### config.mk
export PLATFORM = sky130hd
export DESIGN_NAME = note_player
export DESIGN_NICKNAME = d
export VERILOG_FILES = /design/src/rtl/note_player.sv
export SDC_FILE = /design/constraint.sdc
export NUM_CORES = 1
export LEC_CHECK = 0
export CAP_MARGIN = 20
export CORE_ASPECT_RATIO = 2
export CORE_UTILIZATION = 50
export CTS_CLUSTER_DIAMETER = 30
export DETAILED_ROUTE_END_ITERATION = 7
export DONT_BUFFER_PORTS = 1
export PLACE_DENSITY_LB_ADDON = 0.2
export SLEW_MARGIN = 10
export SYNTH_ARGS = -nofsm -noshare
export SYNTH_HDL_FRONTEND = slang
export SYNTH_SLANG_ARGS = --single-unit
### constraint.sdc
create_clock -name clock_in -period 3.7 [get_ports clock_in]
set_input_delay 0.37 -clock clock_in [delete_from_list [all_inputs] [get_ports clock_in]]
set_output_delay 0.37 -clock clock_in [all_outputs]
set_load 0.05 [all_outputs]
### src/rtl/note_player.sv
// note_player: programmable square-wave note generator for the buzzer.
// It accepts one {note, octave, duration} command at a time over a
// valid/ready handshake. It plays the tone for the requested number of
// milliseconds and then holds a silent articulation gap.
//
// Ports:
//   clock_in   system clock, rising edge
//   reset      synchronous, active-high
//   in_valid   command valid
//   in_ready   command can be accepted (IDLE only)
//   in_note    0..11 = C..B, 12..15 = rest
//   in_oct     octave shift 0..3 (divisor >> in_oct)
//   in_dur     note length in ms
//   tone_out   square wave to buzzer
//   busy       high while playing or in the gap
//   done       one-cycle pulse when a command completes
//
// State table:
//   S_IDLE | waiting for a command, in_ready high
//   S_PLAY | tone (or rest) running for dur ms
//   S_GAP  | silent articulation gap of GAP_MS ms
module note_player #(
  parameter int MS_DIV = 50000,
  parameter int GAP_MS = 10,
  parameter int DUR_W  = 8,
  parameter int CNT_W  = 28
) (
  input  logic             clock_in,
  input  logic             reset,
  input  logic             in_valid,
  output logic             in_ready,
  input  logic [3:0]       in_note,
  input  logic [1:0]       in_oct,
  input  logic [DUR_W-1:0] in_dur,
  output logic             tone_out,
  output logic             busy,
  output logic             done
);

  localparam int               PRE_W    = (MS_DIV > 1) ? $clog2(MS_DIV) : 1;
  localparam logic [PRE_W-1:0] PRE_LAST = PRE_W'(MS_DIV - 1);
  localparam logic             HAS_GAP  = (GAP_MS > 0);
  localparam logic [DUR_W-1:0] GAP_LAST = (GAP_MS > 0) ? DUR_W'(GAP_MS - 1) : '0;

  typedef enum logic [1:0] {S_IDLE, S_PLAY, S_GAP} state_t;

  state_t             state, state_nxt;
  logic [CNT_W-1:0]   tone_cnt, tone_cnt_nxt;
  logic [CNT_W-1:0]   div_q, div_nxt;
  logic [CNT_W-1:0]   half_q, half_nxt;
  logic [PRE_W-1:0]   pre_cnt, pre_nxt;
  logic [DUR_W-1:0]   ms_cnt, ms_nxt;
  logic [DUR_W-1:0]   dur_q, dur_nxt;
  logic               rest_q, rest_nxt;
  logic               tone_nxt, done_nxt;
  logic               tick;
  logic [PRE_W-1:0]   pre_step;
  logic [CNT_W-1:0]   div_new;

  // Octave-4 half-period-pair divisors at 50 MHz
  function automatic logic [17:0] base_div(input logic [3:0] note);
    case (note)
      4'd0:    base_div = 18'd191113;
      4'd1:    base_div = 18'd180386;
      4'd2:    base_div = 18'd170262;
      4'd3:    base_div = 18'd160706;
      4'd4:    base_div = 18'd151686;
      4'd5:    base_div = 18'd143172;
      4'd6:    base_div = 18'd135137;
      4'd7:    base_div = 18'd127553;
      4'd8:    base_div = 18'd120395;
      4'd9:    base_div = 18'd113636;
      4'd10:   base_div = 18'd107259;
      4'd11:   base_div = 18'd101238;
      // rests never drive the tone; any nonzero divisor keeps the counter tidy
      default: base_div = 18'd191113;
    endcase
  endfunction

  assign in_ready = (state == S_IDLE);
  assign busy     = (state != S_IDLE);
  assign tick     = (pre_cnt == PRE_LAST);
  assign pre_step = tick ? '0 : pre_cnt + 1'b1;
  assign div_new  = CNT_W'(base_div(in_note)) >> in_oct;

  always_ff @(posedge clock_in) begin
    if (reset) begin
      state    <= S_IDLE;
      tone_cnt <= '0;
      div_q    <= '0;
      half_q   <= '0;
      pre_cnt  <= '0;
      ms_cnt   <= '0;
      dur_q    <= '0;
      rest_q   <= 1'b0;
      tone_out <= 1'b0;
      done     <= 1'b0;
    end else begin
      state    <= state_nxt;
      tone_cnt <= tone_cnt_nxt;
      div_q    <= div_nxt;
      half_q   <= half_nxt;
      pre_cnt  <= pre_nxt;
      ms_cnt   <= ms_nxt;
      dur_q    <= dur_nxt;
      rest_q   <= rest_nxt;
      tone_out <= tone_nxt;
      done     <= done_nxt;
    end
  end

  always_comb begin
    state_nxt    = state;
    tone_cnt_nxt = tone_cnt;
    div_nxt      = div_q;
    half_nxt     = half_q;
    pre_nxt      = pre_cnt;
    ms_nxt       = ms_cnt;
    dur_nxt      = dur_q;
    rest_nxt     = rest_q;
    tone_nxt     = 1'b0;
    done_nxt     = 1'b0;

    case (state)
      S_IDLE: begin
        if (in_valid) begin
          div_nxt      = div_new;
          half_nxt     = div_new >> 1;
          rest_nxt     = (in_note >= 4'd12);
          dur_nxt      = in_dur;
          tone_cnt_nxt = '0;
          pre_nxt      = '0;
          ms_nxt       = '0;
          if (in_dur != '0)
            state_nxt = S_PLAY;
          else if (HAS_GAP)
            state_nxt = S_GAP;
          else
            done_nxt = 1'b1;
        end
      end

      S_PLAY: begin
        tone_cnt_nxt = (tone_cnt >= div_q - 1'b1) ? '0 : tone_cnt + 1'b1;
        tone_nxt     = !rest_q && (tone_cnt < half_q);
        pre_nxt      = pre_step;
        if (tick)
          ms_nxt = ms_cnt + 1'b1;
        // the last tick of the last ms ends the note, cutting any partial period
        if (tick && (ms_cnt == dur_q - 1'b1)) begin
          tone_nxt = 1'b0;
          pre_nxt  = '0;
          ms_nxt   = '0;
          if (HAS_GAP) begin
            state_nxt = S_GAP;
          end else begin
            state_nxt = S_IDLE;
            done_nxt  = 1'b1;
          end
        end
      end

      S_GAP: begin
        pre_nxt = pre_step;
        if (tick)
          ms_nxt = ms_cnt + 1'b1;
        if (tick && (ms_cnt == GAP_LAST)) begin
          state_nxt = S_IDLE;
          done_nxt  = 1'b1;
          pre_nxt   = '0;
          ms_nxt    = '0;
        end
      end

      default: state_nxt = S_IDLE;
    endcase
  end

endmodule
; ---- After elaboration in Yosys (flattened, before gate mapping)
; Memory sizes are Yosys's and may differ from the RTL's.
; Index checks and enable logic that the tools add are counted.
[op_classes]
addsub = 5
mul = 0
div_mod_pow = 0
order_cmp = 3
eq_ne = 8
n_shift = 1
mux = 19
n_bitwise = 2
n_reduce_logical = 15
[ops]
columns = cell, n
row1 = $mux 16, 4
row2 = $mux 28, 2
row3 = $pmux 28 s2, 1
row4 = $pmux 16 s3, 1
row5 = $mux 8, 4
row6 = $add 28x1->28 const B, 1
row7 = $ge 28x28->1, 1
row8 = $lt 28x27->1, 1
row9 = $shr 18x2->28, 1
row10 = $sub 28x1->28 const B, 1
row11 = $pmux 8 s3, 1
row12 = $add 16x1->16 const B, 1
row13 = $eq 16x16->1 const B, 1
row14 = $add 8x1->8 const B, 1
row15 = $eq 8x4->1 const B, 1
row16 = $eq 8x8->1, 1
row17 = $mux 2, 4
row18 = $reduce_bool 8->1, 1
row19 = $sub 8x1->8 const B, 1
row20 = $ne 2x2->1 const B, 3
row21 = $pmux 2 s3, 1
row22 = $reduce_and 2->1, 3
row23 = $ge 4x4->1 const B, 1
row24 = $reduce_bool 2->1, 2
row25 = other kinds (11), 14
[word_totals]
register_bits = 120
latchBits = 0
ramBits = 0
rom_bits = 288
input_bits = 17
out_inout_bits = 4
elab_cells = 64
memories = 1
[memory_table]
columns = memory, words, width, rd, rd_clocked_by_memory_dff, write_ports, line_no
row1 = (name not given), 16, 18, 1, 0, 0, 62  ; case (note)

; ---- Logic depth before layout (Yosys ltp)
[logic_depth]
depth_word = 5
ltp_mapped = 17
depth_no_buf = 15

; ---- Least setup slack after synthesis
; OpenSTA, ideal clock, no wires.
[synth_timing]
path_type = reg2reg
from = register div_q[2]
to = register tone_cnt[7]
setup_time_ns = 0.117
arrival_ns = 3.385
required_ns = 3.583
path_slack_ns = 0.198
stages_incl_launch_ff = 14
n_path_buf = 2
period_less_slack_ns = 3.502
cell_sequence = dfxtp_1 nor4_1 nand2_1 nor3_1 nand3_1 xnor2_1 ha_1 nand2_1 or4_1 o211ai_2 nand2_2 buf_4 buf_2 a22o_1
[synth_via]
elab_chain_len = 4
[synth_lines]
columns = element, line_no
row1 = start: declaration, 49  ; logic [CNT_W-1:0] div_q, div_nxt;
row2 = start signal: assignment, 101  ; div_q <= div_nxt;
row3 = $sub 28x1->28, 144  ; tone_cnt_nxt = (tone_cnt >= div_q - 1'b1) ? '0 : tone_cnt + 1'b1;
row4 = $ge 28x28->1, 144
row5 = $mux 28, 144
row6 = $pmux 28 s2, 124  ; case (state)
row7 = end signal: assignment, 100  ; tone_cnt <= tone_cnt_nxt;
row8 = end: declaration, 48  ; logic [CNT_W-1:0] tone_cnt, tone_cnt_nxt;
; No other way between the ends.
; A chain may end at the register's enable or synchronous reset.

; ---- Worst setup path after layout
[layout_timing]
from = register div_q[2]
to = register tone_cnt[17]
; Same word-level chain as after synthesis.

==> results.py <==
metrics = {
    "clocking": {
        "tritoncts": "built",
        "htree_num_levels": 3,
        "cts-buffers-inserted": 9,
        "cts_hold_buf": 0,
        "worstSkewPairLatency_ps": 350,
        "root_buffer": "clkbuf_16",
        "cts_sinks": 83,
        "cts_buffer_depth": 2,
        "clk_pin_slew_worst_paths_ps": 70,
    },
    "route": {
        "drtPass1Iterations": 5,
        "drc_errors": 0,
        "vias": 5850,
        "routed_wl_um": 15250,
        "vias_per_cell": 6.119,
        "ant_nets": 0,
        "post_drt_wl_per_cell_um": 15.96,
        "detail_route.iter0.violations": 241,
    },
    "timing": {
        "max_freq_ghz": 0.2887,
        "setup_viol": 0,
        "holdWs_ps": 82.09,
        "clock_skew_ps": 9.468,
        "finalMaxSlewViolations": 0,
        "fin_setup_tns_ps": 0,
        "tightest_slew_ps": 870.8,
        "max_slew_margin_pct": 41.33,
        "rsz0062_at_grt": "false",
        "timing.final.crit_share_pct": 93.62,
        "finalHoldViolations": 0,
        "min_period_ps": 3464,
    },
    "yosys": {
        "syn_nets": 897,
        "yosys_warnings": 0,
        "synth.distinct_cells": 68,
        "ys_ff_latch": 83,
        "ys_seq_area_share_pct": 26.55,
        "avgSynthCellArea_sq_um": 7.642,
        "synth_flop_cell": "dfxtp_1",
        "synth_cells": 819,
        "synth_edf_count": 0,
        "synthArstFlopShare_pct": 0,
        "syn_area_sq_um": 6259,
    },
    "finish": {
        "n_antenna_cell": 0,
        "area_delta_synth_final_pct": 7.937,
        "drive_gt1_share_pct": 6.551,
        "nets": 882,
    },
    "run_status": {
        "status": "finished clean",
    },
    "critical_path": {
        "path_depth": 15,
        "rr_worst_depth": 15,
        "cp_common_cell": "buf_4",
        "cp_max_fo": 22,
        "crit_end": "tone_cnt[17]",
        "crit_start": "div_q[2]",
        "arrival_ps": 3710,
        "startpoint_type": "register",
        "r2r_start": "div_q[2]",
        "r2r_slack_ps": 240,
        "worstReg2RegEnd": "tone_cnt[17]",
        "cp.buffers_inverters": 4,
        "cp_slowest_cell": "or4_1",
        "path_delay_family": "simple AND/OR/NAND/NOR gates",
        "crit_type": "register to register",
        "cp.required_ps": 3940,
        "end_kind": "register",
        "max_stage_delay_ps": 520,
        "worstPathCellList": "nor4_1, buf_4, nand2_1, nor3_4, buf_4, buf_4, nand2_1, ha_1, nand4_1, or4_1, o211ai_2, nand2_2, buf_12, a21o_1, a22o_1",
    },
    "grt": {
        "antenna_found_initial": 0,
        "grt_usage_pct": 24.84,
        "grt_pass1_wl_um": 25540,
        "grt_pass1_vias": 5733,
        "grt-ovfl-total": 0,
        "grt_max_degree": 46,
    },
    "power": {
        "p_per_area_nw_per_um2": 549.9,
        "p_leak_nw": 2.706,
        "power_mw": 3.715,
        "ir_drop_v": 0.0003286,
    },
    "floorplan": {
        "start_util_pct": 51.32,
        "die_area_sq_um": 13000,
        "num_rows": 57,
        "die_h_um": 160.2,
        "core_sq_um": 12200,
        "fp.dieW_um": 81.11,
        "ios": 21,
    },
    "worst_hold_path": {
        "hp-class": "input port to register",
    },
    "place": {
        "hpwl_um": 11690,
        "port_buffers": 0,
        "place.gp.congestion": 0.8725,
    },
    "job": {
        "drv_cap": 0,
    },
}
==> where the power goes <==
group / switching [mW] / internal, mW / leakage [nW]
registers: 0.104 / 0.977 / 0.674
clock network: 0.398 / 0.597 / 0.160
logic: 0.985 / 0.653 / 1.87
==> Yosys cell counts (13+ instances only) <==
library cell  instances  area (sq um)
nand2_1             102         382.9
dfxtp_1              83          1662
nor2_1               78         292.8
a21oi_1              64         320.3
ha_1                 61         763.2
inv_1                40         150.1
o21ai_0              34         170.2
nand3_1              28         140.1
xnor2_1              28         245.2
clkbuf_1             23         86.33
a211oi_1             20         150.1
a21o_1               20         150.1
nand2b_1             19         118.9
nor3_1               17         85.08
nand4_1              13         81.33
xor2_1               13         113.9
==> sequential cells by signal, summed over array words and instances (netlist names) <==
signal / count
div_q: 18
done: 1
dur_q: 8
ms_cnt: 8
pre_cnt: 16
rest_q: 1
state: 2
tone_cnt: 28
tone_out: 1
==> routing by layer <==
layer	wire length (um)	vias to the layer above	global-route usage (%)
met5	0	-	0
met4	634	0	12.74
met3	415	40	3.943
met2	8306	106	46.07
met1	5897	2791	25.50
li1	-	2913	-
==> stage by stage <==
step | util [%] | std cells | cell area (sq um) | setup WS (ps)
6_report | 55.39 | 956 | 6755 | 236.2
5_1_grt | 55.39 | 956 | 6755 | 3.760
4_1_cts | 55.00 | 954 | 6708 | 80.47
3_5_place_dp | 52.33 | 938 | 6382 | 110.2
3_3_place_gp | 52.33 | 938 | 6382 | 205.9
2_1_floorplan | - | 819 | 6259 | 198.3
==> cells by family after synthesis <==
logic type                 synth area share (%)
and+or+nand+nor                           25.81
AOI/OAI and AO/OA                         22.45
DFF                                       26.55
buffers and inverters                     4.878
adders and majority gates                 12.20
xor gates and xnor gates                  5.998
muxes                                     2.119
==> layout by cell type (no fill, tap or decap), types with 20 or more instances in the layout <==
cell	synthesis	final
nand2_1	102	102
dfxtp_1	83	83
nor2_1	78	78
a21oi_1	64	64
ha_1	61	61
inv_1	40	40
o21ai_0	34	34
xnor2_1	28	28
nand3_1	28	28
a21o_1	20	20
a211oi_1	20	20
==> area by class of cell <==
| class | count | area (sq um) |
|---|---|---|
| timing repair buffer | 13 | 127.6 |
| clock buffer | 9 | 225.2 |
| clock inverter | 7 | 100.1 |
| fill | 1154 | 5440 |
| multi-input combinational | 657 | 4307 |
| sequential | 83 | 1662 |
| tap | 147 | 183.9 |
| inverter | 40 | 150.1 |
==> how the worst min path moves through the flow <==
| stage | startpoint | end | slack [ps] | cells past startpoint |
|---|---|---|---|---|
| after floorplan | div_q[13] | div_q[13] | 430 | 2 |
| after global placement | div_q[13] | div_q[13] | 440 | 2 |
| after detailed placement | reset | dur_q[6] | 450 | 1 |
| after CTS | reset | dur_q[6] | 70 | 1 |
| after global routing | reset | dur_q[3] | 70 | 1 |
| final | reset | dur_q[0] | 80 | 1 |
==> timing repair <==
item,in CTS,in global routing
gates resized for setup,0,3
endpoints found under the setup margin,0,26
setup buffers,0,1
Note: power is estimated with default switching activity, not from simulation.
